[src/rtl/scan_seq_pkg.sv]
// Shared definitions for the scan-chain sequencer: default widths and state encoding.
package scan_seq_pkg;

    localparam int PAT_W_DEF = 32;
    localparam int CNT_W_DEF = 6;
    localparam int CAP_W_DEF = 4;

    localparam logic [2:0] ST_IDLE      = 3'd0;
    localparam logic [2:0] ST_SHIFT_IN  = 3'd1;
    localparam logic [2:0] ST_CAPTURE   = 3'd2;
    localparam logic [2:0] ST_SHIFT_OUT = 3'd3;
    localparam logic [2:0] ST_DONE      = 3'd4;

    typedef enum logic [2:0] {
        IDLE      = ST_IDLE,
        SHIFT_IN  = ST_SHIFT_IN,
        CAPTURE   = ST_CAPTURE,
        SHIFT_OUT = ST_SHIFT_OUT,
        DONE      = ST_DONE
    } state_t;

endpackage

[src/rtl/scan_shreg.sv]
// Pattern load/shift register feeding scanIn, plus the capture register filled from scanOut.
module scan_shreg #(
    parameter int PAT_W = 32,
    parameter int CNT_W = 6
) (
    input  logic             clk,
    input  logic             rst,
    input  logic             load,
    input  logic             shift,
    input  logic             cap_en,
    input  logic [PAT_W-1:0] pattern,
    input  logic [CNT_W-1:0] idx,
    input  logic             so,
    output logic             si_next,
    output logic [PAT_W-1:0] captured,
    output logic [PAT_W-1:0] cap_next
);

    logic [PAT_W-1:0] pat_q;

    // Bit 0 goes straight to scan_si on load, so the register keeps only the remaining bits.
    assign si_next = load ? pattern[0] : pat_q[0];

    always_comb begin
        cap_next = captured;
        for (int i = 0; i < PAT_W; i++) begin
            if (cap_en && (idx == CNT_W'(i))) begin
                cap_next[i] = so;
            end
        end
    end

    always_ff @(posedge clk) begin
        if (load) begin
            pat_q <= pattern >> 1;
        end else if (shift) begin
            pat_q <= pat_q >> 1;
        end
    end

    always_ff @(posedge clk) begin
        if (!rst) begin
            captured <= '0;
        end else if (load) begin
            captured <= '0;
        end else begin
            captured <= cap_next;
        end
    end

endmodule

[src/rtl/scan_seq_ctrl.sv]
// Scan-chain sequencer: shift pattern in, run a functional capture window, shift result out and compare.
module scan_seq_ctrl
    import scan_seq_pkg::*;
#(
    parameter int PAT_W = PAT_W_DEF,
    parameter int CNT_W = CNT_W_DEF,
    parameter int CAP_W = CAP_W_DEF
) (
    input  logic             clk,
    input  logic             rst,
    input  logic             start,
    input  logic             abort,
    input  logic [CNT_W-1:0] chain_len,
    input  logic [CAP_W-1:0] cap_cycles,
    input  logic [PAT_W-1:0] pattern,
    input  logic [PAT_W-1:0] expected,
    output logic             scan_en,
    output logic             scan_si,
    input  logic             scan_so,
    output logic             func_hold,
    output logic             busy,
    output logic             done,
    output logic             pass,
    output logic             len_err,
    output logic [PAT_W-1:0] captured
);

    state_t           state, next_state;
    logic [CNT_W-1:0] len_q, bit_cnt, len_clamped;
    logic [CAP_W-1:0] capc_q, cap_cnt;
    logic [PAT_W-1:0] exp_q, cap_next;
    logic             accept, last_bit, last_cap, si_next, shreg_shift, shreg_cap;

    function automatic logic [PAT_W-1:0] len_mask(input logic [CNT_W-1:0] n);
        logic [PAT_W-1:0] m;
        for (int i = 0; i < PAT_W; i++) begin
            m[i] = (CNT_W'(i) < n);
        end
        return m;
    endfunction

    assign len_clamped = (chain_len > CNT_W'(PAT_W)) ? CNT_W'(PAT_W) : chain_len;
    assign accept      = (state == IDLE) && start && !abort;
    assign last_bit    = (bit_cnt == len_q - CNT_W'(1));
    assign last_cap    = (cap_cnt == capc_q - CAP_W'(1));
    assign shreg_shift = (state == SHIFT_IN) && (next_state == SHIFT_IN);
    assign shreg_cap   = (state == SHIFT_OUT) && !abort;

    always_comb begin
        next_state = state;
        busy       = (state != IDLE);
        func_hold  = (state == SHIFT_IN) || (state == SHIFT_OUT);
        done       = (state == DONE);
        case (state)
            IDLE:      if (accept) next_state = (len_clamped == '0) ? DONE : SHIFT_IN;
            SHIFT_IN:  if (last_bit) next_state = (capc_q == '0) ? SHIFT_OUT : CAPTURE;
            CAPTURE:   if (last_cap) next_state = SHIFT_OUT;
            SHIFT_OUT: if (last_bit) next_state = DONE;
            DONE:      next_state = IDLE;
            default:   next_state = IDLE;
        endcase
        if (abort) begin
            next_state = IDLE;
        end
    end

    // scan_en/scan_si are registered from next_state so the core sees them one edge after start.
    always_ff @(posedge clk) begin
        if (!rst) begin
            state   <= IDLE;
            scan_en <= 1'b0;
            scan_si <= 1'b0;
            pass    <= 1'b0;
            len_err <= 1'b0;
            bit_cnt <= '0;
            cap_cnt <= '0;
        end else begin
            state   <= next_state;
            scan_en <= (next_state == SHIFT_IN) || (next_state == SHIFT_OUT);
            scan_si <= (next_state == SHIFT_IN) && si_next;
            if (next_state != state) begin
                bit_cnt <= '0;
                cap_cnt <= '0;
            end else begin
                if ((state == SHIFT_IN) || (state == SHIFT_OUT)) bit_cnt <= bit_cnt + CNT_W'(1);
                if (state == CAPTURE) cap_cnt <= cap_cnt + CAP_W'(1);
            end
            if (accept) begin
                pass    <= 1'b0;
                len_err <= (len_clamped == '0);
            end else if ((state == SHIFT_OUT) && (next_state == DONE)) begin
                pass <= (((cap_next ^ exp_q) & len_mask(len_q)) == '0);
            end
        end
    end

    always_ff @(posedge clk) begin
        if (accept) begin
            len_q  <= len_clamped;
            capc_q <= cap_cycles;
            exp_q  <= expected;
        end
    end

    scan_shreg #(
        .PAT_W (PAT_W),
        .CNT_W (CNT_W)
    ) u_shreg (
        .clk      (clk),
        .rst      (rst),
        .load     (accept),
        .shift    (shreg_shift),
        .cap_en   (shreg_cap),
        .pattern  (pattern),
        .idx      (bit_cnt),
        .so       (scan_so),
        .si_next  (si_next),
        .captured (captured),
        .cap_next (cap_next)
    );

endmodule

[config.mk]
export PLATFORM = sky130hd
export DESIGN_NAME = scan_seq_ctrl
export DESIGN_NICKNAME = d
export VERILOG_FILES = /design/src/rtl/scan_seq_pkg.sv /design/src/rtl/scan_shreg.sv /design/src/rtl/scan_seq_ctrl.sv
export SDC_FILE = /design/constraint.sdc
export NUM_CORES = 1
export LEC_CHECK = 0
export CAP_MARGIN = 20
export CORE_MARGIN = 3
export CORE_UTILIZATION = 50
export CTS_BUF_LIST = sky130_fd_sc_hd__clkbuf_8
export DETAILED_ROUTE_END_ITERATION = 16
export PLACE_DENSITY = 0.77
export SLEW_MARGIN = 25
export SYNTH_ARGS = -nofsm -noshare
export SYNTH_HDL_FRONTEND = slang
export SYNTH_SLANG_ARGS = --single-unit
[constraint.sdc]
create_clock -name clk -period 14.1 [get_ports clk]
set_input_delay 2.82 -clock clk [delete_from_list [all_inputs] [get_ports clk]]
set_output_delay 2.82 -clock clk [all_outputs]
set_load 0.1 [all_outputs]
# Word level (Yosys, flattened, before mapping)
# Cells that the tools add are included.
dict set report totals {
  register_bits 122
  word_cells 187
}
dict set report op_classes {
  magnitude_cmp 33
  n_bitwise 3
  muxes 44
  eq_ne 41
  reduce_logical 50
  add_sub_neg 4
}
# cell count
set ops {}
lappend ops {{== test 6 x 5 -> 1 bit (second input constant)} 16}
lappend ops {{< comparator 5 x 6 -> 1 bit (first input constant)} 16}
lappend ops {{two-way mux 31 bit} 2}
lappend ops {{== test 6 x 4 -> 1 bit (second input constant)} 8}
lappend ops {{< comparator 4 x 6 -> 1 bit (first input constant)} 8}
lappend ops {{logical AND 1 bit} 38}
lappend ops {{two-way mux 1 bit} 34}
lappend ops {{AND 32 bit} 1}
lappend ops {{zero test 32 bit} 1}
lappend ops {{bitwise XOR 32 bit} 1}
lappend ops {{== test 6 x 3 -> 1 bit (second input constant)} 4}
lappend ops {{< comparator 3 x 6 -> 1 bit (first input constant)} 4}
lappend ops {{two-way mux 3 bit} 6}
lappend ops {{== test 6 x 2 -> 1 bit (second input constant)} 2}
lappend ops {{zero test 6 bit} 2}
lappend ops {{< comparator 1 x 6 -> 1 bit (first input constant)} 2}
lappend ops {{< comparator 2 x 6 -> 1 bit (first input constant)} 2}
lappend ops {{one-hot mux 3 bit (4 select lines)} 1}
lappend ops {{== test 3 x 2 -> 1 bit (second input constant)} 3}
lappend ops {{adder 6 x 1 -> 6 bit (second input constant)} 1}
lappend ops {{== test 3 x 1 -> 1 bit (second input constant)} 2}
lappend ops {{== test 3 bit (second input constant)} 2}
lappend ops {{== test 6 x 1 -> 1 bit (second input constant)} 1}
lappend ops {{== test 6 bit} 1}
lappend ops {{other kinds (15)} 17}

# Logic depth before layout (Yosys ltp)
# Gate-level depths: netlist (run 1).
dict set report depth {
  ltp_word 11
  mapped_depth 11
}

# Hierarchy
# Synthesis (run 1) repeated with hierarchy kept, for this count alone.
dict set report unflattened {
  cells_unflattened 538
  hier_area_um2 6312.3
}
# mod cells_each area_each_um2 n_inst
set modules_own_cells {}
lappend modules_own_cells {scan_shreg 264 3261.9 1}
lappend modules_own_cells {scan_seq_ctrl 274 3050.4 1}

# Worst setup path before layout (run 1)
# No wires, ideal clock.
dict set report synth_timing {
  kind {input to register}
  start {input port chain_len[3]}
  end {register u_shreg.pat_q[0] (enable)}
  setup_slack_ns 7.827
  arrival_ns 5.810
  path_buffers 0
  stages 7
  t_required_ns 13.637
  cell_sequence {or4_1 nor3_1 nor3b_1 o31ai_1 a31oi_1 nand3_1 o21ai_0}
}
dict set report synth_between {
  elab_chain_cells 10
}
# item line
set synth_lines {}
lappend synth_lines {{start, declared} scan_seq_ctrl.sv:13} ;# input logic [CNT_W-1:0] chain_len,
lappend synth_lines {{greater-than comparator 6 bit} scan_seq_ctrl.sv:42} ;# assign len_clamped = (chain_len > CNT_W'(PAT_W)) ? CNT_W'(PAT_W) : chain_len;
lappend synth_lines {{two-way mux 6 bit *} scan_seq_ctrl.sv:42}
lappend synth_lines {{zero test 6 bit *} scan_seq_ctrl.sv:55} ;# IDLE: if (accept) next_state = (len_clamped == '0) ? DONE : SHIFT_IN;
lappend synth_lines {{two-way mux 3 bit * (2 in series)} scan_seq_ctrl.sv:55}
lappend synth_lines {{one-hot mux 3 bit (4 select lines) *} scan_seq_ctrl.sv:54} ;# case (state)
lappend synth_lines {{two-way mux 3 bit *} scan_seq_ctrl.sv:62} ;# if (abort) begin
lappend synth_lines {{== test 3 x 1 -> 1 bit *} scan_seq_ctrl.sv:46} ;# assign shreg_shift = (state == SHIFT_IN) && (next_state == SHIFT_IN);
lappend synth_lines {{logical AND 1 bit *} scan_seq_ctrl.sv:46}
lappend synth_lines {{nonzero test 2 bit (no line) *} n/a}
lappend synth_lines {{end signal, assigned} scan_shreg.sv:35} ;# pat_q <= pattern >> 1;
lappend synth_lines {{end signal, assigned} scan_shreg.sv:37} ;# pat_q <= pat_q >> 1;
lappend synth_lines {{end, declared} scan_shreg.sv:19} ;# logic [PAT_W-1:0] pat_q;
# Every way passes the cells marked *; elsewhere a longest branch is shown, timed or not.
# A chain may end at the register's enable or synchronous reset.

# Final worst setup path (run 1)
dict set report layout_timing {
  start {register state[0]}
  end {output port func_hold}
}
dict set report layout_between {
  elab_chain_cells 2
  elab_cells_between_ends 3
  cone_classes {eq/ne (2); reduce/logical (1)}
}
# item line
set layout_lines {}
lappend layout_lines {{start, declared} scan_seq_ctrl.sv:28} ;# state_t state, next_state;
lappend layout_lines {{start signal, assigned} scan_seq_ctrl.sv:78} ;# state <= next_state;
lappend layout_lines {{== test 3 x 1 -> 1 bit or == test 3 x 2 -> 1 bit (tied branches)} scan_seq_ctrl.sv:52} ;# func_hold = (state == SHIFT_IN) || (state == SHIFT_OUT);
lappend layout_lines {{logical OR 1 bit *} scan_seq_ctrl.sv:52}
lappend layout_lines {{end, declared} scan_seq_ctrl.sv:20} ;# output logic func_hold,
# Marked as above.

==> results of run 1 <==
[placed cells by master, fill, tap and decap left out, types with 7 or more instances in the layout]
master | synthesis | layout
nor3_1 | 13 | 13
nor2b_1 | 10 | 10
dfxtp_1 | 49 | 49
or3_1 | 14 | 14
nand4_1 | 8 | 8
inv_1 | 30 | 32
o211a_1 | 16 | 16
nor2_1 | 39 | 39
a31oi_1 | 18 | 18
buf_4 | 2 | 7
clkdlybuf4s50_1 | 0 | 117
xnor2_1 | 21 | 21
nand2_1 | 109 | 109
clkbuf_8 | 0 | 19
and4_1 | 16 | 16
and3_1 | 12 | 12
xor2_1 | 9 | 9
ha_1 | 11 | 11
a21oi_1 | 10 | 10
mux2i_1 | 15 | 15
edfxtp_1 | 73 | 73
o21ai_0 | 18 | 17
nand3_1 | 19 | 18
[layout make-up]
cell class	instances	area, um2	area share, %
Sequential cell	122	3170	39.8
Multi-Input combinational cell	431	2800	35.2
Timing Repair Buffer	124	1220	15.4
Clock buffer	19	262	3.28
Tap cell	168	210	2.64
Clock inverter	13	176	2.22
Inverter	31	116	1.46
[power by group through the flow]
stage / sequential [uW] / clock, uW / combinational (uW)
after detailed placement: 407 / 0 / 73.2
after global placement: 407 / 0 / 71.3
after CTS: 399 / 345 / 73.6
final: 400 / 340 / 73.4
after floorplan: 406 / 0 / 37.3
after global routing: 400 / 364 / 79.4
[worst max-delay path: stages, from the launching register on]
cell	delay, ns
dfxtp_1	0.47
inv_1	0.12
nor2_1	0.52
clkdlybuf4s50_1	1.25
[flip-flops by register name, summed over array words and instances, names as in the netlist]
register and cells:
u_shreg.pat_q 31, scan_si 1, state 3, exp_q 32, u_shreg.captured 32, pass 1
capc_q 4, len_err 1, cap_cnt 4, scan_en 1, len_q 6, bit_cnt 6
[kinds of logic (layout without fill, tap and decap cells)]
kind of cell | Yosys count | in the layout | synth area share [%]
flip-flops | 122 | 122 | 50.6
AO/OA/AOI/OAI | 101 | 101 | 12.1
XOR/XNOR | 31 | 31 | 4.55
adder cells (fa/ha/maj) | 11 | 11 | 2.19
multiplexers | 18 | 18 | 3.11
buffers and inverters | 68 | 187 | 4.87
AND/OR/NAND/NOR | 270 | 270 | 22.6
[how the worst min path moves through the flow]
stage	startpoint	to	slack (ns)	cells past startpoint
after CTS	len_err	len_err	0.49	2
after global placement	len_err	len_err	0.47	2
after floorplan	u_shreg.pat_q[1]	u_shreg.pat_q[0]	0.49	2
after detailed placement	len_err	len_err	0.47	2
after global routing	len_err	len_err	0.52	2
final	len_err	len_err	0.49	2
[metal layers]
metal | vias up | part of all wire (%) | GRT usage, %
met4 | 0 | 2.5 | 8.86
met3 | 32 | 7.7 | 8.75
met1 | 2458 | 43 | 28.5
met5 | - | 0 | 0
li1 | 2470 | - | -
met2 | 221 | 47 | 36.3
[per-stage QoR]
step / util, % / total power, uW / cell area (um2)
after CTS: 65.5 / 818 / 7960
after global placement: 61.9 / 478 / 7530
final: 65.5 / 812 / 7960
after floorplan: - / 443 / 6270
after global routing: 65.5 / 844 / 7960
after detailed placement: 61.9 / 480 / 7530
==> results.cfg, run 1 <==
[clock_tree]
cts_setup_buffers = 0
ctsHtreeMaxLevel = 4
max-clock-path-buffers = 2
worstSkewPairLatency_ns = 0.44
tritoncts.num_buffers = 17
cts_hold_repair.buffers = 0
cts_repair_resize_count = 0
tritoncts = yes
clk_pin_slew_worst_paths_ns = 0.07
cts.sinks = 122
cts_root_buf = clkbuf_8

[grt]
grt_max_degree = 55
vias_in_the_first_global_route = 5134
globalRouteOverflowTotal = 0
global_route_wire_length_before_repair_um = 25300
initial_antenna_violation_count = 0
grtUsageTotal_pct = 23.0

[sta]
report.final.hold_viol_count = 0
worst_hold_slack_ns = 0.494
fmax_mhz = 177
period_needed_ns = 5.64
finalWorstSetupSlack_ns = 8.46
grt_setup_unrepaired = no
maxSlewViolCount = 0
final.setup_skew_ns = 0.0114
setup_violations = 0
maxSlewHeadroom_pct = 33.3
actual_transition_at_the_worst_max_transition_pin_ns = 0.998
fin_tns_setup_ns = 0
fin_crit_sh_pct = 40.0

[synthesis]
number_of_flops_mapped_to_enable_cells_by_yosys = 73
syn_nets = 711
synth-main-ff-cell = edfxtp_1
synth_cells = 621
asyncSetResetFlopFracSynth_pct = 0
yosysWarnings = 0
ys_seq_area_share_pct = 50.6
netlist.top_cell.by_area = edfxtp_1
synthMostInstantiatedCell = nand2_1
ys_top_cells_by_area = edfxtp_1, dfxtp_1, nand2_1
synth_seq_cells = 122
post_synth_instance_area_um2 = 6270
synth_top_cell_area_share_pct = 34.9
top_cells_by_count_synth = nand2_1, edfxtp_1, dfxtp_1
netlist-cell-type-count = 66
syn-mean-instance-area_um2 = 10.1

[run]
number_of_max_capacitance_violations_reported = 0

[floorplan]
number_of_placement_rows = 40
top_level_ports = 118
die_w_um = 118
starting_density_of_the_core_pct = 51.6
core_region_area_um2 = 12200
floorplan.die_area_um2 = 13900
chipHeight_um = 118

[placed_design]
detailed_place_hpwl_um = 11200
preCtsSetupSlack_ns = 8.26
port_buffers = 117
gp_congestion = 0.900
placed_instance_count = 876

[power]
power.ir.vdd_worst_uv = 96.3
sequentialPowerShare_pct = 49.2
switching_fraction_pct = 22.8
power.leakage_uw = 0.00311
pwr_density_cell_nw_per_um2 = 102
net-switching-power_uw = 185
share_comb_of_total_power_pct = 9.0
clkPwrFrac_pct = 41.8
power.internal_uw = 627

[critical_path]
worstSetupPathType = flip-flop to output pin
ff2ff_setup_slack_ns = 10.90
required_ns = 11.28
cp_data_arrival_time_ns = 2.82
worst-path-max-fanout = 10
reg2reg_from = state[1]
crit_path_start_kind = flip-flop
cp-end-kind = output pin
crit_start = state[0]
r2r_end = pass
crit_end = func_hold
r2r_depth = 8

[detailed_routing]
route.detailed.vias_per_inst = 5.71
detail-route-antenna-nets = 0
wl_um = 15900
route.detailed.drc = 0
routed-via-count = 5181
dr.pass1.iters = 5
drt_iter0_drc = 406
detail_route.wl_per_cell_um = 17.5

[layout]
finalNetCount = 817
diodes_inserted = 0
area_growth_syn_to_layout_pct = 27.0
layout.cells.non_filler = 908
drive_gt1_share_pct = 8.11
filler_cells_inserted = 976

[outcome]
run_status = completed

[hold_path]
worstHoldPathType = flip-flop to flip-flop
(Power assumes the default switching activity.)
==> run 2: changes to the inputs <==
--- a/config.mk
+++ b/config.mk
@@ -7,10 +7,10 @@
 export LEC_CHECK = 0
 export CAP_MARGIN = 20
 export CORE_MARGIN = 3
-export CORE_UTILIZATION = 50
+export CORE_UTILIZATION = 49
 export CTS_BUF_LIST = sky130_fd_sc_hd__clkbuf_8
 export DETAILED_ROUTE_END_ITERATION = 16
-export PLACE_DENSITY = 0.77
+export PLACE_DENSITY = 0.79
 export SLEW_MARGIN = 25
 export SYNTH_ARGS = -nofsm -noshare
 export SYNTH_HDL_FRONTEND = slang
==> constraint.sdc (replaced) <==
create_clock -name clk -period 4.7 [get_ports clk]
set_input_delay 0.94 -clock clk [delete_from_list [all_inputs] [get_ports clk]]
set_output_delay 0.94 -clock clk [all_outputs]
set_load 0.1 [all_outputs]
==> run 2 against run 1 <==
Against the previous run: cell area is 0.47% lower; register-to-register slack worse by 9.3 ns; worst setup slack worse by 7.6 ns; via count is 0.52% lower; clock power grew to 2.7 times the previous value; sequential share of layout area is 0.19 points higher; global-route usage is 0.97 points higher; non-clock buffer count is 1 higher; highest routed layer unchanged; core utilization is 0.84 points lower; worst hold slack worse by 0.014 ns.
==> results.cfg, run 2 (synthesis results as in run 1) <==
[layout]
area_growth_syn_to_layout_pct = 26.4
layout_common_cells = clkdlybuf4s50_1, nand2_1, edfxtp_1
diodes_inserted = 0
layout.cells.non_filler = 909
drive_gt1_share_pct = 7.69
finalNetCount = 818
layout_commonest_cell = clkdlybuf4s50_1
fin_util_pct = 64.6
largest_registers = exp_q (32), u_shreg.captured (32), u_shreg.pat_q (31)

[clock_tree]
max-clock-path-buffers = 2
cts_root_buf = clkbuf_8
cts.sinks = 122
worstSkewPairLatency_ns = 0.45
tritoncts.num_buffers = 17
ctsHtreeMaxLevel = 4
cts_hold_repair.buffers = 0
cts_repair_resize_count = 0
clk_pin_slew_worst_paths_ns = 0.08
tritoncts = yes
cts_setup_buffers = 0

[critical_path]
r2r_end = pass
cp_cell_sequence = inv_1 > nor2_1 > clkdlybuf4s50_1
r2r_depth = 8
cp-end-kind = output pin
ff2ff_setup_slack_ns = 1.62
reg2reg_from = state[1]
required_ns = 3.76
worst-path-max-fanout = 10
crit_slowest_cell = clkdlybuf4s50_1
crit_path_start_kind = flip-flop
crit_start = state[0]
max_stage_delay_ns = 1.26
worstSetupPathType = flip-flop to output pin
crit_end = func_hold
cp_data_arrival_time_ns = 2.89

[power]
net-switching-power_uw = 549
power.ir.vdd_worst_uv = 256
sequentialPowerShare_pct = 50.9
clkPwrFrac_pct = 39.7
switching_fraction_pct = 23.3
pwr_density_cell_nw_per_um2 = 297
final_total_pwr_uw = 2350
power.internal_uw = 1810
power.leakage_uw = 0.00310
share_comb_of_total_power_pct = 9.4

[sta]
grt_setup_unrepaired = no
report.final.hold_viol_count = 0
actual_transition_at_the_worst_max_transition_pin_ns = 1.01
fin_crit_sh_pct = 81.4
maxSlewHeadroom_pct = 32.3
final.setup_skew_ns = 0.0207
setup_violations = 0
fmax_mhz = 261
period_needed_ns = 3.83
fin_tns_setup_ns = 0
maxSlewViolCount = 0
finalWorstSetupSlack_ns = 0.872

[floorplan]
number_of_placement_rows = 40
die_w_um = 119
floorplan.die_area_um2 = 14200
chipHeight_um = 119
starting_density_of_the_core_pct = 51.2
core_region_area_um2 = 12300
top_level_ports = 118

[grt]
grt_max_degree = 52
globalRouteOverflowTotal = 0
vias_in_the_first_global_route = 5248
initial_antenna_violation_count = 0
grtUsageTotal_pct = 23.9
global_route_wire_length_before_repair_um = 26600

[detailed_routing]
dr.pass1.iters = 5
routed-via-count = 5154
route.detailed.vias_per_inst = 5.67
detail-route-antenna-nets = 0
highest-signal-layer = met4
wl_met2_um = 8120
wl_met1_um = 7070
met3RoutedLength_um = 1160
detail_route.wl_per_cell_um = 18.4
drt_iter0_drc = 454
route.detailed.drc = 0
wl_um = 16700

[placed_design]
port_buffers = 117
detailed_place_hpwl_um = 11600
gp_congestion = 0.907
placed_instance_count = 877
preCtsSetupSlack_ns = 0.805

[run]
number_of_max_capacitance_violations_reported = 0

[hold_path]
worstHoldPathType = flip-flop to flip-flop

[outcome]
run_status = completed
-- run 2: cell count changes in the layout (fill, tap and decap cells not counted), sizes merged --
| cell | previous run | this run |
|---|---|---|
| clkinvlp | 1 | 3 |
| bufinv | 4 | 3 |
| clkbuf | 19 | 18 |
| clkinv | 6 | 2 |
| inv | 33 | 37 |
| buf | 7 | 8 |
-- run 2: how the worst min path moves through the flow --
stage                     startpoint          endpoint  cells after the start
floorplan           u_shreg.pat_q[1]  u_shreg.pat_q[0]                      2
global placement             len_err           len_err                      2
detailed placement           len_err           len_err                      2
CTS                          len_err           len_err                      2
global route                 len_err           len_err                      2
finish                       len_err           len_err                      2
-- run 2: stage by stage --
step / hold WS, ns / instance area, um2
2_1_floorplan: 0.491 / 6270
3_3_place_gp: 0.462 / 7530
3_5_place_dp: 0.472 / 7530
4_1_cts: 0.484 / 7930
5_1_grt: 0.547 / 7930
6_report: 0.480 / 7930
-- run 2: worst max-delay path: cells and delay by family (launching register included) --
kind | cells | cell delay, ns
flops | 1 | 0.50
buf+inv | 2 | 1.38
simple gates | 1 | 0.55
-- run 2: metal layers --
metal  vias up  track usage, %
li1       2462               -
met1      2454            29.5
met2       209            39.5
met3        29            6.65
met4         0            9.92
met5         -               0
-- run 2: layout make-up --
| type | count | area (um2) |
|---|---|---|
| fill | 965 | 4340 |
| sequential | 122 | 3170 |
| timing repair buffer | 125 | 1230 |
| tap | 168 | 210 |
| inverter | 31 | 116 |
| clock buffer | 18 | 248 |
| multi-input combinational | 431 | 2800 |
| clock inverter | 14 | 145 |
-- run 2: power by group through the flow --
| stage | Clock, uW | Combinational (uW) | Sequential, uW |
|---|---|---|---|
| finish | 935 | 221 | 1200 |
| global route | 997 | 240 | 1200 |
| CTS | 947 | 221 | 1200 |
| detailed placement | 0 | 220 | 1220 |
| global placement | 0 | 213 | 1220 |
| floorplan | 0 | 112 | 1220 |
==> run 3: changes to the inputs <==
--- a/config.mk
+++ b/config.mk
@@ -7,10 +7,10 @@
 export LEC_CHECK = 0
 export CAP_MARGIN = 20
 export CORE_MARGIN = 3
-export CORE_UTILIZATION = 49
+export CORE_UTILIZATION = 50
 export CTS_BUF_LIST = sky130_fd_sc_hd__clkbuf_8
 export DETAILED_ROUTE_END_ITERATION = 16
-export PLACE_DENSITY = 0.79
+export PLACE_DENSITY = 0.77
 export SLEW_MARGIN = 25
 export SYNTH_ARGS = -nofsm -noshare
 export SYNTH_HDL_FRONTEND = slang
==> constraint.sdc (replaced) <==
create_clock -name clk -period 3.8 [get_ports clk]
set_input_delay 0.76 -clock clk [delete_from_list [all_inputs] [get_ports clk]]
set_output_delay 0.76 -clock clk [all_outputs]
set_load 0.1 [all_outputs]
==> run 3 against run 2 <==
Against the previous run: core utilization increased by 1.5 points; clock power increased by 39%; worst setup slack got worse by 0.21 ns; count of clock-buffer cells in the layout increased by 4; power increased by 30%; critical path depth increased by 6; first-iteration DRC count decreased by 10%; critical path type is now primary input to flip-flop; largest power group unchanged; highest routed layer unchanged.
==> results.cfg, run 3 (synthesis results as in run 1) <==
[run]
number_of_max_capacitance_violations_reported = 0

[critical_path]
worstSetupPathType = primary input to flip-flop
cp-end-kind = flip-flop
r2r_end = u_shreg.pat_q[13]
cp_data_arrival_time_ns = 3.50
worst-path-max-fanout = 52
ff2ff_setup_slack_ns = 0.70
required_ns = 4.15
reg2reg_from = len_q[1]
crit_path_start_kind = primary input
r2r_depth = 9

[clock_tree]
cts.sinks = 122
cts_hold_repair.buffers = 0
tritoncts = yes
worstSkewPairLatency_ns = 0.44
clk_pin_slew_worst_paths_ns = 0.07
ctsHtreeMaxLevel = 4
max-clock-path-buffers = 2
cts_root_buf = clkbuf_8
cts_setup_buffers = 0
tritoncts.num_buffers = 17
cts_repair_resize_count = 0

[sta]
final.setup_skew_ns = 0.00994
fin_tns_setup_ns = 0
fmax_mhz = 318
maxSlewHeadroom_pct = 31.1
period_needed_ns = 3.14
maxSlewViolCount = 0
setup_violations = 0
report.final.hold_viol_count = 0
actual_transition_at_the_worst_max_transition_pin_ns = 1.03
fin_crit_sh_pct = 82.7
grt_setup_unrepaired = no

[layout]
layout_common_cells = clkdlybuf4s50_1, nand2_1, edfxtp_1
area_growth_syn_to_layout_pct = 28.3
drive_gt1_share_pct = 9.36
largest_registers = exp_q (32), u_shreg.captured (32), u_shreg.pat_q (31)
finalNetCount = 825
diodes_inserted = 0
fin_util_pct = 66.2
layout_commonest_cell = clkdlybuf4s50_1

[hold_path]
hold_path_end = len_err
holdCritStartpoint = len_err
hold_depth = 2
worstHoldPathType = flip-flop to flip-flop

[floorplan]
number_of_placement_rows = 40
chipHeight_um = 118
core_region_area_um2 = 12200
starting_density_of_the_core_pct = 51.6
top_level_ports = 118
floorplan.die_area_um2 = 13900
die_w_um = 118

[placed_design]
port_buffers = 117
gp_congestion = 0.948
detailed_place_hpwl_um = 11800

[power]
clkPwrFrac_pct = 42.4
final_total_pwr_uw = 3060
power.ir.vdd_worst_uv = 292
switching_fraction_pct = 22.0
sequentialPowerShare_pct = 48.4
power.leakage_uw = 0.00316
power.internal_uw = 2380
share_comb_of_total_power_pct = 9.2
net-switching-power_uw = 673
pwr_density_cell_nw_per_um2 = 380

[detailed_routing]
wl_um = 16500
route.detailed.vias_per_inst = 5.70
detail_route.wl_per_cell_um = 18.0
drt_iter0_drc = 407
detail-route-antenna-nets = 0
route.detailed.drc = 0
routed-via-count = 5222
dr.pass1.iters = 4

[grt]
grtUsageTotal_pct = 24.2
vias_in_the_first_global_route = 5355
initial_antenna_violation_count = 0
global_route_wire_length_before_repair_um = 26600
grt_max_degree = 53
globalRouteOverflowTotal = 0

[outcome]
run_status = completed
-- run 3: cell type report --
class | instances | area (um2)
fillers | 932 | 4110
flip-flops and latches | 122 | 3170
multi-input cells | 431 | 2810
repair buffers | 132 | 1290
clock buffers | 22 | 303
well taps | 168 | 210
clock inverters | 10 | 149
inverters | 31 | 116
-- run 3: power groups by stage --
stage	clock network [uW]	registers, uW	logic, uW
after detailed placement	0	1510	278
after global routing	1380	1480	306
after global placement	0	1510	272
final	1300	1480	281
after floorplan	0	1510	139
after CTS	1320	1480	280
-- run 3: critical path: stages --
cell and delay, ns:
clkdlybuf4s50_1 0.48, nor4bb_4 0.42, buf_12 0.27, and3_1 0.21, mux2i_1 0.27, mux2_2 0.36
nor4_1 0.31, a41oi_1 0.20, o31ai_2 0.20
-- run 3: per-layer routing --
layer  track usage, %  vias up  part of all wire, %
met5                0        -                    0
met4             11.7        0                  2.9
met3             7.54       41                  7.5
li1                 -     2479                    -
met2             38.2      220                   47
met1             30.4     2482                   43
-- run 3: worst max path at each step --
stage	endpoint	startpoint	slack [ns]	cells past startpoint
after floorplan	u_shreg.pat_q[0]	len_q[1]	0.09	8
after global placement	pass	abort	0.34	9
after detailed placement	pass	abort	0.25	9
after CTS	u_shreg.pat_q[18]	len_q[1]	0.71	9
after global routing	u_shreg.pat_q[13]	len_q[1]	0.46	9
final	pass	abort	0.66	9
-- run 3: per-stage QoR --
stage	instance area, um2	setup slack, ns	hold WS (ns)	instances
2_1_floorplan	6270	0.0891	0.491	621
3_3_place_gp	7600	0.342	0.459	884
3_5_place_dp	7600	0.251	0.457	884
4_1_cts	8050	0.715	0.468	916
5_1_grt	8050	0.460	0.521	916
6_report	8050	0.657	0.470	916
